### src/rtl/ws_frame_tracker_pkg.sv
// Shared types and limits for the slave-mode word-select frame tracker.
//   fmt_t       : framing format of the incoming ws
//   trk_state_t : tracker state reported to ws_control
package ws_frame_tracker_pkg;

  typedef enum logic [1:0] {
    FMT_I2S = 2'd0,
    FMT_LJ  = 2'd1,
    FMT_TDM = 2'd2
  } fmt_t;

  typedef enum logic [1:0] {
    IDLE    = 2'd0,
    ACQUIRE = 2'd1,
    LOCKED  = 2'd2
  } trk_state_t;

  localparam int DEF_MAX_CH      = 8;
  localparam int DEF_MAX_SLOT_W  = 32;
  localparam int DEF_LOCK_FRAMES = 2;
  localparam int MIN_SLOT_BITS   = 8;
  localparam int STEREO_CH       = 2;

endpackage

### src/rtl/ws_frame_tracker_if.sv
// Configuration / ws input and tracking status bundle for ws_frame_tracker.
//   master : drives en, ws, cfg_*; observes status
//   slave  : the tracker
// Status outputs: state, ch_idx, bit_idx, ch_valid, frame_start, slot_start,
// locked, sync_err.
interface ws_frame_tracker_if #(
  parameter int MAX_CH     = ws_frame_tracker_pkg::DEF_MAX_CH,
  parameter int MAX_SLOT_W = ws_frame_tracker_pkg::DEF_MAX_SLOT_W
);
  logic                               en;
  logic                               ws;
  ws_frame_tracker_pkg::fmt_t         cfg_fmt;
  logic [$clog2(MAX_SLOT_W):0]        cfg_slot_bits;
  logic [$clog2(MAX_CH):0]            cfg_num_ch;
  logic                               cfg_mono;

  ws_frame_tracker_pkg::trk_state_t   state;
  logic [$clog2(MAX_CH)-1:0]          ch_idx;
  logic [$clog2(MAX_SLOT_W)-1:0]      bit_idx;
  logic                               ch_valid;
  logic                               frame_start;
  logic                               slot_start;
  logic                               locked;
  logic                               sync_err;

  modport master (
    output en, ws, cfg_fmt, cfg_slot_bits, cfg_num_ch, cfg_mono,
    input  state, ch_idx, bit_idx, ch_valid, frame_start, slot_start, locked, sync_err
  );

  modport slave (
    input  en, ws, cfg_fmt, cfg_slot_bits, cfg_num_ch, cfg_mono,
    output state, ch_idx, bit_idx, ch_valid, frame_start, slot_start, locked, sync_err
  );
endinterface

### src/rtl/ws_edge_detect.sv
// ws sampler and edge decoder (falling-edge sck domain).
//   clk, rst   : bit clock, async active-high reset
//   ws, fmt    : external word select and framing format
//   frame_edge : ws transition that opens a frame
//   mid_edge   : opposite transition (channel 0 -> 1), I2S/LJ only
module ws_edge_detect
  import ws_frame_tracker_pkg::*;
(
  input  logic clk,
  input  logic rst,
  input  logic ws,
  input  fmt_t fmt,
  output logic frame_edge,
  output logic mid_edge
);
  logic ws_q, ws_qq;
  logic rise, fall;

  always_ff @(negedge clk or posedge rst) begin
    if (rst) begin
      ws_q  <= 1'b0;
      ws_qq <= 1'b0;
    end else begin
      ws_q  <= ws;
      ws_qq <= ws_q;
    end
  end

  assign rise = ws_q & ~ws_qq;
  assign fall = ~ws_q & ws_qq;

  // I2S opens the frame on the left channel (ws low); LJ/TDM on ws high.
  assign frame_edge = (fmt == FMT_I2S) ? fall : rise;
  assign mid_edge   = (fmt == FMT_I2S) ? rise :
                      (fmt == FMT_LJ)  ? fall : 1'b0;
endmodule

### src/rtl/ws_frame_tracker.sv
// Slave-mode word-select tracker. Follows an externally driven ws in I2S, LJ
// or TDM framing, reports slot/bit position, verifies frame length, declares
// lock and flags sync errors / loss of ws. All flops on the falling edge.
//   clk, rst : sck, async active-high reset
//   bus      : ws_frame_tracker_if.slave (en, ws, cfg_* in; status out)
module ws_frame_tracker
  import ws_frame_tracker_pkg::*;
#(
  parameter int MAX_CH      = DEF_MAX_CH,
  parameter int MAX_SLOT_W  = DEF_MAX_SLOT_W,
  parameter int LOCK_FRAMES = DEF_LOCK_FRAMES
) (
  input  logic clk,
  input  logic rst,
  ws_frame_tracker_if.slave bus
);
  localparam int CH_W   = $clog2(MAX_CH);
  localparam int BIT_W  = $clog2(MAX_SLOT_W);
  localparam int FCNT_W = $clog2(MAX_CH * MAX_SLOT_W) + 1;
  localparam int LEN_W  = FCNT_W + 1;  // room for frame_len + one slot
  localparam int LK_W   = $clog2(LOCK_FRAMES + 1);

  logic frame_edge, mid_edge;

  ws_edge_detect u_edge (
    .clk        (clk),
    .rst        (rst),
    .ws         (bus.ws),
    .fmt        (bus.cfg_fmt),
    .frame_edge (frame_edge),
    .mid_edge   (mid_edge)
  );

  trk_state_t        st_q, st_d;
  logic [CH_W-1:0]   ch_q, ch_d;
  logic [BIT_W-1:0]  bit_q, bit_d;
  logic [FCNT_W-1:0] fcnt_q, fcnt_d;
  logic [LK_W-1:0]   lk_q, lk_d;
  logic              locked_q, locked_d;
  logic              fs_q, fs_d, ss_q, ss_d, err_q, err_d, cv_q, cv_d;

  logic             tdm, last_bit;
  logic [LEN_W-1:0] slot_bits, nch, frame_len, timeout, fcnt_x;

  assign tdm       = (bus.cfg_fmt == FMT_TDM);
  assign slot_bits = LEN_W'(bus.cfg_slot_bits);
  assign nch       = tdm ? LEN_W'(bus.cfg_num_ch) : LEN_W'(STEREO_CH);
  assign frame_len = nch * slot_bits;
  assign timeout   = frame_len + slot_bits;
  assign fcnt_x    = LEN_W'(fcnt_q);
  assign last_bit  = (LEN_W'(bit_q) + 1'b1) == slot_bits;

  always_comb begin
    st_d     = st_q;
    ch_d     = ch_q;
    bit_d    = bit_q;
    fcnt_d   = fcnt_q;
    lk_d     = lk_q;
    locked_d = locked_q;
    fs_d     = 1'b0;
    ss_d     = 1'b0;
    err_d    = 1'b0;

    if (!bus.en) begin
      st_d     = IDLE;
      ch_d     = '0;
      bit_d    = '0;
      fcnt_d   = '0;
      lk_d     = '0;
      locked_d = 1'b0;
    end else if (st_q == IDLE) begin
      ch_d   = '0;
      bit_d  = '0;
      fcnt_d = '0;
      if (frame_edge) begin
        st_d   = ACQUIRE;
        fs_d   = 1'b1;
        ss_d   = 1'b1;
        fcnt_d = FCNT_W'(1);
      end
    end else if (frame_edge) begin
      // Frame edge wins over timeout: a late edge is a length error, not loss.
      ch_d   = '0;
      bit_d  = '0;
      fcnt_d = FCNT_W'(1);
      fs_d   = 1'b1;
      ss_d   = 1'b1;
      if (fcnt_x == frame_len) begin
        if (lk_q != LK_W'(LOCK_FRAMES)) lk_d = lk_q + 1'b1;
        if (lk_d == LK_W'(LOCK_FRAMES)) begin
          st_d     = LOCKED;
          locked_d = 1'b1;
        end
      end else begin
        err_d    = 1'b1;
        lk_d     = '0;
        locked_d = 1'b0;
        st_d     = ACQUIRE;
      end
    end else if (mid_edge) begin
      ch_d   = CH_W'(1);
      bit_d  = '0;
      ss_d   = 1'b1;
      fcnt_d = fcnt_q + 1'b1;
      if (fcnt_x != slot_bits) begin
        // Trust the misplaced edge: realign to the start of slot 1.
        err_d    = 1'b1;
        lk_d     = '0;
        locked_d = 1'b0;
        st_d     = ACQUIRE;
        fcnt_d   = FCNT_W'(slot_bits) + 1'b1;
      end
    end else if (fcnt_x >= timeout) begin
      err_d    = 1'b1;
      st_d     = IDLE;
      ch_d     = '0;
      bit_d    = '0;
      fcnt_d   = '0;
      lk_d     = '0;
      locked_d = 1'b0;
    end else begin
      fcnt_d = fcnt_q + 1'b1;
      if (last_bit) begin
        bit_d = '0;
        // Saturate so an overrun with MAX_CH slots cannot alias slot 0.
        if (ch_q != CH_W'(MAX_CH - 1)) ch_d = ch_q + 1'b1;
        ss_d = tdm;
      end else begin
        bit_d = bit_q + 1'b1;
      end
    end

    // Bits past the expected frame end (waiting for a late edge) carry no data.
    cv_d = (st_d != IDLE) &&
           (LEN_W'(ch_d) < nch) &&
           (LEN_W'(fcnt_d) <= frame_len) &&
           !(!tdm && bus.cfg_mono && (ch_d == CH_W'(1)));
  end

  always_ff @(negedge clk or posedge rst) begin
    if (rst) begin
      st_q     <= IDLE;
      ch_q     <= '0;
      bit_q    <= '0;
      fcnt_q   <= '0;
      lk_q     <= '0;
      locked_q <= 1'b0;
      fs_q     <= 1'b0;
      ss_q     <= 1'b0;
      err_q    <= 1'b0;
      cv_q     <= 1'b0;
    end else begin
      st_q     <= st_d;
      ch_q     <= ch_d;
      bit_q    <= bit_d;
      fcnt_q   <= fcnt_d;
      lk_q     <= lk_d;
      locked_q <= locked_d;
      fs_q     <= fs_d;
      ss_q     <= ss_d;
      err_q    <= err_d;
      cv_q     <= cv_d;
    end
  end

  assign bus.state       = st_q;
  assign bus.ch_idx      = ch_q;
  assign bus.bit_idx     = bit_q;
  assign bus.ch_valid    = cv_q;
  assign bus.frame_start = fs_q;
  assign bus.slot_start  = ss_q;
  assign bus.locked      = locked_q;
  assign bus.sync_err    = err_q;
endmodule
### src/flat_wrapper.sv
// flat-port wrapper written by rule: the top's interface ports become plain ports
module ws_frame_tracker_flat import ws_frame_tracker_pkg::*;
#(
  parameter int MAX_CH      = DEF_MAX_CH,
  parameter int MAX_SLOT_W  = DEF_MAX_SLOT_W,
  parameter int LOCK_FRAMES = DEF_LOCK_FRAMES
)
  (clk, rst, bus_en, bus_ws, bus_cfg_fmt, bus_cfg_slot_bits, bus_cfg_num_ch, bus_cfg_mono, bus_state, bus_ch_idx, bus_bit_idx, bus_ch_valid, bus_frame_start, bus_slot_start, bus_locked, bus_sync_err);
  ws_frame_tracker_if #(.MAX_CH(MAX_CH), .MAX_SLOT_W(MAX_SLOT_W)) bus_i ();
  input  logic clk;
  input  logic rst;
  input wire logic [$bits(bus_i.en)-1:0] bus_en;
  input wire logic [$bits(bus_i.ws)-1:0] bus_ws;
  input wire logic [$bits(bus_i.cfg_fmt)-1:0] bus_cfg_fmt;
  input wire logic [$bits(bus_i.cfg_slot_bits)-1:0] bus_cfg_slot_bits;
  input wire logic [$bits(bus_i.cfg_num_ch)-1:0] bus_cfg_num_ch;
  input wire logic [$bits(bus_i.cfg_mono)-1:0] bus_cfg_mono;
  output wire logic [$bits(bus_i.state)-1:0] bus_state;
  output wire logic [$bits(bus_i.ch_idx)-1:0] bus_ch_idx;
  output wire logic [$bits(bus_i.bit_idx)-1:0] bus_bit_idx;
  output wire logic [$bits(bus_i.ch_valid)-1:0] bus_ch_valid;
  output wire logic [$bits(bus_i.frame_start)-1:0] bus_frame_start;
  output wire logic [$bits(bus_i.slot_start)-1:0] bus_slot_start;
  output wire logic [$bits(bus_i.locked)-1:0] bus_locked;
  output wire logic [$bits(bus_i.sync_err)-1:0] bus_sync_err;
  assign bus_i.en = bus_en;
  assign bus_i.ws = bus_ws;
  assign bus_i.cfg_fmt = bus_cfg_fmt;
  assign bus_i.cfg_slot_bits = bus_cfg_slot_bits;
  assign bus_i.cfg_num_ch = bus_cfg_num_ch;
  assign bus_i.cfg_mono = bus_cfg_mono;
  assign bus_state = bus_i.state;
  assign bus_ch_idx = bus_i.ch_idx;
  assign bus_bit_idx = bus_i.bit_idx;
  assign bus_ch_valid = bus_i.ch_valid;
  assign bus_frame_start = bus_i.frame_start;
  assign bus_slot_start = bus_i.slot_start;
  assign bus_locked = bus_i.locked;
  assign bus_sync_err = bus_i.sync_err;
  ws_frame_tracker #(.MAX_CH(MAX_CH), .MAX_SLOT_W(MAX_SLOT_W), .LOCK_FRAMES(LOCK_FRAMES)) u_core (.clk(clk), .rst(rst), .bus(bus_i));
endmodule
### config.mk
export PLATFORM = sky130hd
export DESIGN_NAME = ws_frame_tracker_flat
export DESIGN_NICKNAME = d
export VERILOG_FILES = /design/src/rtl/ws_frame_tracker_pkg.sv /design/src/rtl/ws_frame_tracker_if.sv /design/src/rtl/ws_edge_detect.sv /design/src/rtl/ws_frame_tracker.sv /design/src/flat_wrapper.sv
export SDC_FILE = /design/constraint.sdc
export NUM_CORES = 1
export LEC_CHECK = 0
export ABC_AREA = 1
export ABC_CLOCK_PERIOD_IN_PS = 3100
export CORE_ASPECT_RATIO = 0.8
export CORE_MARGIN = 2
export CORE_UTILIZATION = 54
export DETAILED_ROUTE_END_ITERATION = 8
export PLACE_DENSITY_LB_ADDON = 0.12
export SYNTH_ARGS = -nofsm -noshare
export SYNTH_HDL_FRONTEND = slang
export SYNTH_SLANG_ARGS = --single-unit
### constraint.sdc
create_clock -name clk -period 3.1 [get_ports clk]
set_clock_uncertainty 0.05 [all_clocks]
set_input_delay 0.465 -clock clk [delete_from_list [all_inputs] [get_ports clk]]
set_output_delay 0.465 -clock clk [all_outputs]
set_load 0.01 [all_outputs]
Word-level counts from Yosys, hierarchy flattened

Index checks and enable logic that the tools add are counted.

Flip-flop bits (word level): 28
Output and inout port bits: 15

Add/subtract/negate cells: 7
$mul: 1
Order comparisons: 3
Equality and inequality tests: 13
Multiplexer cells: 68
Bitwise operators: 4
Reduce and logical (&&, ||, !) cells: 12

Operators with widths:

| operator                                                                 | number |
|---|---|
| 9-bit 2-to-1 mux                                                         | 6 |
| 2-bit 2-to-1 mux                                                         | 21 |
| 5-bit 2-to-1 mux                                                         | 6 |
| 1-bit 2-to-1 mux                                                         | 27 |
| 3-bit 2-to-1 mux                                                         | 7 |
| 10-bit by 6-bit adder with 10-bit output                                 | 1 |
| 10-bit by 6-bit equality test with 1-bit output                          | 1 |
| 9-bit by 10-bit equality test with 1-bit output                          | 1 |
| 9-bit by 10-bit >= comparator with 1-bit output                          | 1 |
| 9-bit by 10-bit less-or-equal comparator with 1-bit output               | 1 |
| 3-bit by 10-bit < comparator with 1-bit output                           | 1 |
| 10-bit by 6-bit multiplier with 10-bit output                            | 1 |
| 9-bit by 1-bit adder with 9-bit output (second input constant)           | 1 |
| 9-bit by 6-bit inequality test with 1-bit output                         | 1 |
| 6-bit by 1-bit adder with 7-bit output (second input constant)           | 1 |
| 5-bit by 1-bit adder with 6-bit output (second input constant)           | 1 |
| 5-bit by 1-bit adder with 5-bit output (second input constant)           | 1 |
| 1-bit logical AND                                                        | 5 |
| 2-bit equality test (second input constant)                              | 2 |
| 2-bit logical NOT                                                        | 2 |
| 4-bit 2-to-1 mux                                                         | 1 |
| 2-bit inequality test (second input constant)                            | 2 |
| 4-bit by 1-bit inequality test with 1-bit output (second input constant) | 1 |
| 4-bit by 3-bit inequality test with 1-bit output (second input constant) | 1 |
| 12 further kinds                                                         | 15 |

Logic depth before layout (Yosys ltp)

Depth in word-level cells: 18
Mapped depth: 47

Modules after synthesis

A second synthesis with hierarchy kept.

Cells, all modules: 531
Area, all modules: 3,593.4 µm²

By module, submodules not included:

| module           | instances | cells each | area an instance (µm²) |
|---|---|---|---|
| ws_frame_tracker | 1         | 513        | 3,483.3 |
| ws_edge_detect   | 1         | 18         | 110.1 |

==> results.json <==
{
  "viasPerCell": 5.460,
  "grt_pass1_wl_um": 20730,
  "numCtsBuffers": 3,
  "status": "finished, violations left",
  "cts_buffer_depth": 2,
  "drt_wl_total_um": 13360,
  "cts-root-buf": "clkbuf_8",
  "register_area_um2": 700.7,
  "setup_viol": 25,
  "p_leak_nw": 3.104,
  "power.share.switching_pct": 40.79,
  "row_count": 26,
  "grt_util_all_layers_pct": 35.95,
  "top_usage_layer": "met2",
  "hold_buffers": 0,
  "use_met1_pct": 47.02,
  "grt_max_degree": 29,
  "rsz0062_at_grt": "true",
  "synth.area.top_cells": "dfrtn_1 (19%), ha_1 (15%), nand2_1 (14%)",
  "met2_usage_pct": 58.18,
  "critPathMostFrequentCell": "inv_2",
  "drc_errors": 0,
  "antenna_found_initial": 0,
  "multiInputGateArea_mm2": 0.002855,
  "grt_pass1_vias": 4378,
  "cp_slowest_stage_delay_ns": 0.57,
  "die-area_mm2": 0.007432,
  "final_nets": 795,
  "p_sw_w": 0.0006091,
  "final.fill_count": 367,
  "rrSetupSlack_ns": -0.45,
  "place_hpwl_um": 9695,
  "met3_usage_pct": 7.767,
  "slowest_stage": "fa_1",
  "min_to": "u_core.lk_q[1]",
  "grt-ovfl-total": 0,
  "r2r_cells": 21,
  "fin_total_pwr_w": 0.001493,
  "place_inst": 776,
  "fp.dieW_um": 95.89,
  "powerDensity_mw_per_mm2": 269.3,
  "synth_area_mm2": 0.003647,
  "netlist_instances": 546,
  "hp-start": "u_core.lk_q[1]",
  "synth_fp_nets": 616,
  "violations": "setup timing",
  "die_height_um": 77.51,
  "synth_cell_types": 40,
  "diodes": 0,
  "drive_gt1_share_pct": 33.61,
  "h-tree-depth": 1,
  "synth_seq_cells": 28,
  "drt-initial-drc-count": 435,
  "clkPwrFrac_pct": 14.1,
  "worst_slack_ns": -4.662,
  "tritoncts": "built",
  "layoutNonFillerInstCount": 807,
  "initial_core_util_pct": 56.34,
  "cts.clk_slew.worst_paths_ns": 0.07,
  "whs_ns": 0.3706,
  "crit_fanout": 5,
  "relSlewSlack_pct": 71.49,
  "ys_warn_count": 0,
  "synth_largest_area_cell": "dfrtn_1",
  "drt_pass1_iterations": 6,
  "drv_slew": 0,
  "insertion_delay_ns": 0.30,
  "clock-sinks": 28,
  "worst_pin_slew_ns": 0.4231,
  "cp.required_ns": 1.64,
  "synth-edff-count": 0,
  "p_int_w": 0.0008839,
  "syn_area_per_cell_um2": 6.680,
  "p_seq_share_pct": 25.6,
  "drt-wirelength-per-cell_um": 16.56,
  "finalHoldViolCount": 0,
  "vias": 4406,
  "r2r-end": "u_core.bus.ch_valid",
  "timing.rr.start": "u_core.fcnt_q[2]",
  "hold_class": "reg -> reg",
  "crit_type": "in -> reg",
  "yosys.area.top_type_share_pct": 19.21,
  "worst_ep_arrival_time_ns": 6.31,
  "start_kind": "input port",
  "yosysSeqAreaShare_pct": 19.21,
  "dpl-instance-area_mm2": 0.005014,
  "place_ws_ns": -5.707,
  "syn2layout_area_growth_pct": 52.01,
  "critPathCaptureType": "register",
  "synthArstFlopShare_pct": 100.0,
  "numPortBuffers": 31,
  "drtAntennaViolNets": 0,
  "maxCapViolCount": 0,
  "holdPathStages": 2,
  "place_congestion": 1.071,
  "worst_ir_drop_vdd_mv": 0.1813,
  "ys.flop_type": "dfrtn_1",
  "ioPinCount": 32,
  "fin_area_mm2": 0.005544,
  "core_area_mm2": 0.006474,
  "p_comb_share_pct": 60.3
}
## metal layers
| metal | vias up | share of wire (%) |
|---|---|---|
| met3 | 57 | 8.9 |
| met5 | - | 0 |
| met4 | 0 | 4.0 |
| li1 | 2075 | - |
| met1 | 2058 | 40 |
| met2 | 216 | 47 |
## kinds of logic after synthesis
family	share of synthesized area, %
adders and majority gates	20.03
and+or+nand+nor	35.06
DFF	19.21
muxes	0.2745
AOI/OAI and AO/OA	7.170
xor gates and xnor gates	6.450
buffers and inverters	11.80
## state kept, by name (all words and copies together) (netlist names)
register,cells
u_core.fcnt_q,9
u_core.bus.frame_start,1
u_core.bus.ch_idx,3
u_core.bus.locked,1
u_core.u_edge.ws_q,1
u_core.u_edge.ws_qq,1
u_core.bus.bit_idx,5
u_core.bus.state,2
u_core.lk_q,2
u_core.bus.ch_valid,1
u_core.bus.sync_err,1
u_core.bus.slot_start,1
## through the flow
stage	setup TNS [ns]	util [%]
finish	-87.37	85.64
global route	-92.34	85.64
global placement	-107.86	77.44
CTS	-86.12	81.93
detailed placement	-113.27	77.44
floorplan	-78.92	-
## repair_timing
| action | 4_1_cts | 5_1_grt |
|---|---|---|
| setup buffers | 23 | 9 |
| pin swaps | 31 | 39 |
| resized for setup | 69 | 45 |
| hold endpoints to repair | 0 | 0 |
| setup endpoints to repair | 41 | 29 |
## layout by cell type, fill, tap and decap left out, types with 5 or more instances in the layout
cell type        netlist  routed
nand2_1              140     128
inv_1                108      95
nor2_2                 2       7
nand3_1               39      32
nor2_1                64      55
nand3_4                2       5
ha_1                  44      37
xor2_1                18      18
nand2_4                4      12
dfrtn_1               28      28
buf_6                  0       6
dlygate4sd2_1          0      18
a21oi_1               17      12
nand2_2                8      12
ha_4                   0       6
buf_4                  1     139
xnor2_1                7       6
fa_1                   9       8
nand4_1                9       9
clkdlybuf4s50_1        0       8
inv_2                  2      13
nand3_2                2       6
## power groups by stage
stage	Combinational (W)	Clock (W)	Sequential (W)
2_1_floorplan	0.000395	0	0.000393
3_3_place_gp	0.000683	0	0.000388
3_5_place_dp	0.000705	0	0.000388
4_1_cts	0.000781	0.000218	0.000381
5_1_grt	0.000968	0.000226	0.000383
6_report	0.000900	0.000211	0.000382
## worst max-delay path: cells and delay by family
| kind | cells | cell delay [ns] |
|---|---|---|
| and+or+nand+nor | 21 | 1.55 |
| buffers and inverters | 9 | 0.65 |
| AOI/OAI and AO/OA | 8 | 1.01 |
| adders and majority gates | 6 | 2.49 |
| xor gates and xnor gates | 1 | 0.12 |
## cell usage after synthesis, drive strengths merged (4+ instances only)
| cell | n |
|---|---|
| nand2 | 152 |
| nand3 | 43 |
| nor2 | 67 |
| nand4 | 10 |
| nor3 | 4 |
| o21ai | 10 |
| inv | 110 |
| ha | 44 |
| dfrtn | 28 |
| fa | 9 |
| xnor2 | 7 |
| a31oi | 6 |
| xor2 | 19 |
| a21oi | 17 |
## final cells by class
type	instances	area share (%)
repair buffers	177	25.50
flip-flops and latches	28	12.64
clock buffers	3	0.7448
well taps	84	1.896
multi-input cells	405	51.50
inverters	110	7.718
## worst max path at each step
stage	from	slack (ns)	depth (start not counted)	end
2_1_floorplan	bus_cfg_fmt[1]	-4.36	44	u_core.bus.ch_valid
3_3_place_gp	bus_cfg_fmt[1]	-5.44	45	u_core.bus.ch_valid
3_5_place_dp	bus_cfg_fmt[1]	-5.71	48	u_core.bus.ch_valid
4_1_cts	bus_cfg_fmt[1]	-4.60	45	u_core.bus.ch_valid
5_1_grt	bus_cfg_fmt[1]	-5.00	47	u_core.bus.ch_valid
6_report	bus_cfg_fmt[1]	-4.66	45	u_core.bus.ch_valid
No activity file was read; power rests on OpenSTA's default activity.
